==> src/rtl/load_unit.sv <==
// load_unit: single-outstanding load front end that aligns the memory read,
// waits for data or a timeout, and returns the extended field to writeback.
module load_unit #(
   parameter int ADDR_W  = 32,
   parameter int XLEN    = 64,
   parameter int TIMEOUT = 255
) (
   input  logic              ACLK,
   input  logic              ARESETn,
   input  logic              req_valid,
   output logic              req_ready,
   input  logic [ADDR_W-1:0] req_addr,
   input  logic [2:0]        req_funct3,
   input  logic [4:0]        req_rd,
   output logic              mem_en,
   output logic [ADDR_W-1:0] mem_addr,
   input  logic              mem_valid,
   input  logic [XLEN-1:0]   mem_rdata,
   output logic              resp_valid,
   input  logic              resp_ready,
   output logic [XLEN-1:0]   resp_data,
   output logic [4:0]        resp_rd,
   output logic              resp_err,
   output logic              busy
);
   localparam int CW = $clog2(TIMEOUT + 1);
   typedef enum logic [1:0] {IDLE, MEM, RESP} state_t;
   state_t        state;
   logic [CW-1:0] cnt;
   logic [2:0]    f3_q, off_q;
   logic [XLEN-1:0] sh, ext;
   logic          sx, bad;
   assign req_ready = ARESETn && state == IDLE;
   always_comb begin
      sh  = mem_rdata >> {off_q, 3'b000};
      sx  = ~f3_q[2];
      ext = f3_q[1:0] == 2'b00 ? {{(XLEN-8){sx & sh[7]}}, sh[7:0]} :
            f3_q[1:0] == 2'b01 ? {{(XLEN-16){sx & sh[15]}}, sh[15:0]} :
            f3_q[1:0] == 2'b10 ? {{(XLEN-32){sx & sh[31]}}, sh[31:0]} : sh;
      bad = req_funct3 == 3'b111 ||
            (req_funct3[1:0] == 2'b01 && req_addr[0]) ||
            (req_funct3[1:0] == 2'b10 && |req_addr[1:0]) ||
            (req_funct3[1:0] == 2'b11 && |req_addr[2:0]);
   end
   always_ff @(posedge ACLK) begin
      if (!ARESETn) begin
         state      <= IDLE;
         cnt        <= '0;
         f3_q       <= '0;
         off_q      <= '0;
         mem_en     <= 1'b0;
         mem_addr   <= '0;
         resp_valid <= 1'b0;
         resp_data  <= '0;
         resp_rd    <= '0;
         resp_err   <= 1'b0;
         busy       <= 1'b0;
      end else begin
         case (state)
            IDLE: if (req_valid) begin
               f3_q    <= req_funct3;
               off_q   <= req_addr[2:0];
               resp_rd <= req_rd;
               busy    <= 1'b1;
               if (bad) begin
                  state      <= RESP;
                  resp_valid <= 1'b1;
                  resp_err   <= 1'b1;
                  resp_data  <= '0;
               end else begin
                  state    <= MEM;
                  mem_en   <= 1'b1;
                  mem_addr <= {req_addr[ADDR_W-1:3], 3'b000};
                  cnt      <= '0;
               end
            end
            MEM: begin
               cnt <= cnt + 1'b1;
               // data arriving on the last permitted cycle still counts as success
               if (mem_valid || cnt == CW'(TIMEOUT - 1)) begin
                  state      <= RESP;
                  mem_en     <= 1'b0;
                  resp_valid <= 1'b1;
                  resp_err   <= !mem_valid;
                  resp_data  <= mem_valid ? ext : '0;
               end
            end
            RESP: if (resp_ready) begin
               state      <= IDLE;
               resp_valid <= 1'b0;
               busy       <= 1'b0;
            end
            default: state <= IDLE;
         endcase
      end
   end
endmodule

==> config.mk <==
export PLATFORM = sky130hd
export DESIGN_NAME = load_unit
export DESIGN_NICKNAME = d
export VERILOG_FILES = /design/src/rtl/load_unit.sv
export SDC_FILE = /design/constraint.sdc
export NUM_CORES = 1
export LEC_CHECK = 0
export CORE_MARGIN = 3
export CORE_UTILIZATION = 25
export CTS_CLUSTER_DIAMETER = 50
export DETAILED_ROUTE_END_ITERATION = 10
export PLACE_DENSITY = 0.49
export SYNTH_ARGS = -nofsm -noshare
export SYNTH_HDL_FRONTEND = slang
export SYNTH_SLANG_ARGS = --single-unit
==> constraint.sdc <==
create_clock -name ACLK -period 4.79 [get_ports ACLK]
set_clock_uncertainty 0.05 [all_clocks]
set_input_delay 0.958 -clock ACLK [delete_from_list [all_inputs] [get_ports ACLK]]
set_output_delay 0.958 -clock ACLK [all_outputs]
set_load 0.02 [all_outputs]
==> metrics.md <==
| Metric | Value |
|---|---|
| Post-synth top flop | `dfxtp_1` |
| Final setup margin | `1.48 ns` |
| Io pins | `215` |
| GPL Wtd Cong | `0.786` |
| NumNets Final | `971` |
| Die extent in x | `169 um` |
| Total global-route track usage | `18.0%` |
| Critical path startpoint category | `primary input` |
| Number of synthesized register bits | `118` |
| Fill cell count | `2604` |
| Average wire per standard cell | `21.9 um` |
| Root buf cell | `clkbuf_16` |
| Synth Area in Adders | `0.379%` |
| CP Cell Sequence | `clkdlybuf4s50_1 > inv_1 > nor2_1 > clkdlybuf4s50_1` |
| Post-route cell area | `9480 sq um` |
| PostCTS Resize Cnt | `0` |
| Main combinational cell family by area after synthesis | `compound AO/OA/AOI/OAI gates` |
| Via count | `6384` |
| Leakage power | `3.06 nW` |
| Antenna cell count | `0` |
| Starting density of the core | `25.8%` |
| Num CTS Buffers | `17` |
| Worst Setup SP | `ARESETn` |
| Worst EP arrival | `2.31 ns` |
| CP Class | `primary input to output pin` |
| Synthesized area per cell | `9.50 sq um` |
| Die area | `28400 sq um` |
| CTS max path bufs | `2` |
| Fraction of registers with async set/reset | `0%` |
| Slew Limit Fails | `0` |
| Final Hold Viols | `0` |
| Most used cell, CP | `clkdlybuf4s50_1` |
| H-tree level count | `4` |
| Pin count of the biggest net entering global routing | `59` |
| Setup TNS | `0 ns` |
| Layout cells sized above 1 | `13.1%` |
| Endpoints failing setup | `0` |
| Clk sinks | `118` |
| Met2 routed WL | `12200 um` |
| Dpl ws | `1.17 ns` |
| Drt pass-1 iters | `5` |
| Post-DRT Antenna Nets | `0` |
| CORE AREA | `25600 sq um` |
| DRT iter0 DRCs | `528` |
| Final HPWL DP | `19100 um` |
| RSZ-0062 raised after global routing | `false` |
| DR top layer | `met4` |
| PortBufs | `211` |
| Postcts setup bufs | `0` |
| CTS tree | `yes` |
| Simple logic cell fraction of the synthesized area | `8.84%` |
| Area growth syn-to-layout | `43.3%` |
| GRT overflow | `0` |
| HP Class | `register to register` |
| Slowest cell on the critical path | `clkdlybuf4s50_1` |
| Cts hold-fix bufs | `0` |
| Warnings from Yosys | `0` |
| Chip height | `169 um` |
| R2r setup slk | `1.92 ns` |
| Residual DRC | `0` |
| Reg2reg start | `off_q[2]` |
| Worst EP required | `3.78 ns` |
| Post-synthesis xor/xnor area fraction | `0.132%` |
| Vias in the first global route | `6237` |
| Total routed wirelength | `26300 um` |
| EDFF count, synth | `0` |
| Worst vdd ir | `221 uV` |
| First-pass GRT wire length | `39600 um` |
| Cell Area, Synth | `6610 sq um` |
| Overall power | `0.00304 W` |
| Hold Crit Start | `resp_rd[3]` |
| Worst Setup End Kind | `output pin` |
| Slew @ Worst Pin | `1.13 ns` |
| P per Cell Area | `321 nW/um^2` |
| Wire length on met1 | `12400 um` |
| DR WL met3 | `1210 um` |
| Cell Rows | `58` |
| Clock latency on the worst-skew pair | `0.41 ns` |
| Via density | `5.31` |
| Seq/Total Area, Yosys | `35.7%` |
| Post-synthesis mux area share | `18.3%` |
| R2R cell count | `4` |
| Antenna violations before repair | `0` |
| F_max | `0.302 GHz` |
| CTS clock-pin slew for the worst setup and hold paths | `0.06 ns` |
| Fin crit share | `69.2%` |
| Syn Inst Count | `696` |
| Synth Area in Compound Gates | `28.6%` |
| Maxcap violations | `0` |
| Tmin final | `3.31 ns` |
| DP Area | `8880 sq um` |
| Status | `complete, no violations` |
| Worst path max stage delay | `0.67 ns` |
| Distinct cells, synth | `62` |
| Crit path to | `req_ready` |
| Worst rel slew slack | `24.2%` |
| Worst Path Max Fanout | `2` |
| Worst reg2reg path endpoint | `resp_data[47]` |
-- placed cells by master, fill, tap and decap left out, drive strengths merged, types with 22 or more instances in the layout --
| cell | n |
|---|---|
| clkdlybuf4s50 | 211 |
| dfxtp | 118 |
| a21oi | 79 |
| inv | 47 |
| o21ai | 45 |
| nand2 | 41 |
| mux4 | 40 |
| nand3 | 32 |
| o32ai | 30 |
| o211ai | 24 |
| clkbuf | 22 |
-- cells in the mapped netlist (all sizes together) (2+ instances only) --
| master | instances | area share [%] |
|---|---|---|
| a21oi | 79 | 6.2 |
| o2111ai | 6 | 0.79 |
| o31ai | 4 | 0.45 |
| o211a | 2 | 0.30 |
| o211ai | 24 | 2.7 |
| a2bb2oi | 5 | 0.66 |
| clkbuf | 48 | 2.7 |
| dfxtp | 118 | 36 |
| mux4 | 40 | 14 |
| nand2 | 41 | 2.3 |
| nor4 | 2 | 0.19 |
| and2 | 3 | 0.28 |
| or2 | 4 | 0.38 |
| buf | 30 | 2.6 |
| mux2i | 13 | 2.0 |
| ha | 2 | 0.38 |
| or4 | 4 | 0.45 |
| a32o | 12 | 1.8 |
| a221oi | 13 | 1.7 |
| nand3 | 32 | 2.4 |
| a221o | 3 | 0.45 |
| nor2b | 5 | 0.47 |
| mux2 | 16 | 2.7 |
| nand2b | 3 | 0.28 |
| o32ai | 30 | 4.0 |
| a211o | 4 | 0.53 |
| a21o | 4 | 0.45 |
| o21ai | 45 | 3.5 |
| o21a | 3 | 0.34 |
| nor2 | 16 | 0.91 |
| o221ai | 13 | 2.6 |
| a41oi | 2 | 0.38 |
| nand4 | 2 | 0.19 |
| o311ai | 4 | 0.53 |
| inv | 46 | 2.6 |
| o2bb2ai | 2 | 0.26 |
-- worst min-delay path by stage --
stage | to | cells past startpoint
2_1_floorplan | f3_q[2] | 2
3_3_place_gp | resp_data[24] | 2
3_5_place_dp | resp_data[19] | 2
4_1_cts | resp_rd[1] | 2
5_1_grt | resp_data[26] | 2
6_report | resp_rd[3] | 2
-- critical path, delay by kind of cell --
| kind | cells | cell delay [ns] |
|---|---|---|
| buf+inv | 3 | 1.24 |
| simple gates | 1 | 0.11 |
-- sequential cells by signal, indices dropped and copies added, names as in the netlist --
signal      count
resp_data      64
mem_addr       29
cnt             8
resp_rd         5
f3_q            3
off_q           3
state           2
busy            1
mem_en          1
resp_err        1
resp_valid      1
-- layout make-up --
cell class	instances	area, sq um	share of cell area [%]
Timing Repair Buffer	221	2190	23.1
Multi-Input combinational cell	456	3740	39.5
Inverter	46	173	1.82
Clock inverter	9	124	1.31
Tap cell	330	413	4.36
Sequential cell	118	2370	25.0
Clock buffer	22	474	5.00
-- per-layer routing --
layer,track usage (%),vias up
met4,5.44,0
met2,27.9,209
li1,-,3022
met3,3.18,30
met1,25.8,3123
met5,0,-
-- stage by stage --
step	utilization, %	hold slack, ns	cells
6_report	37.0	0.409	1202
5_1_grt	37.0	0.428	1202
4_1_cts	37.0	0.409	1202
3_5_place_dp	34.7	0.396	1171
3_3_place_gp	34.7	0.393	1171
2_1_floorplan	-	0.395	698
-- where the power goes --
part	internal [W]	switching (W)
Clock	0.000853	0.000472
Combinational	0.000294	0.000361
Sequential	0.00102	0.0000370
-- cell families after synthesis --
kind of cell,Yosys count
simple gates,119
compound gates,262
other cells,1
mux,69
buf+inv,124
xor+xnor,1
flops,118
fa+ha+maj,2
Power figures use the tool's default switching activity.
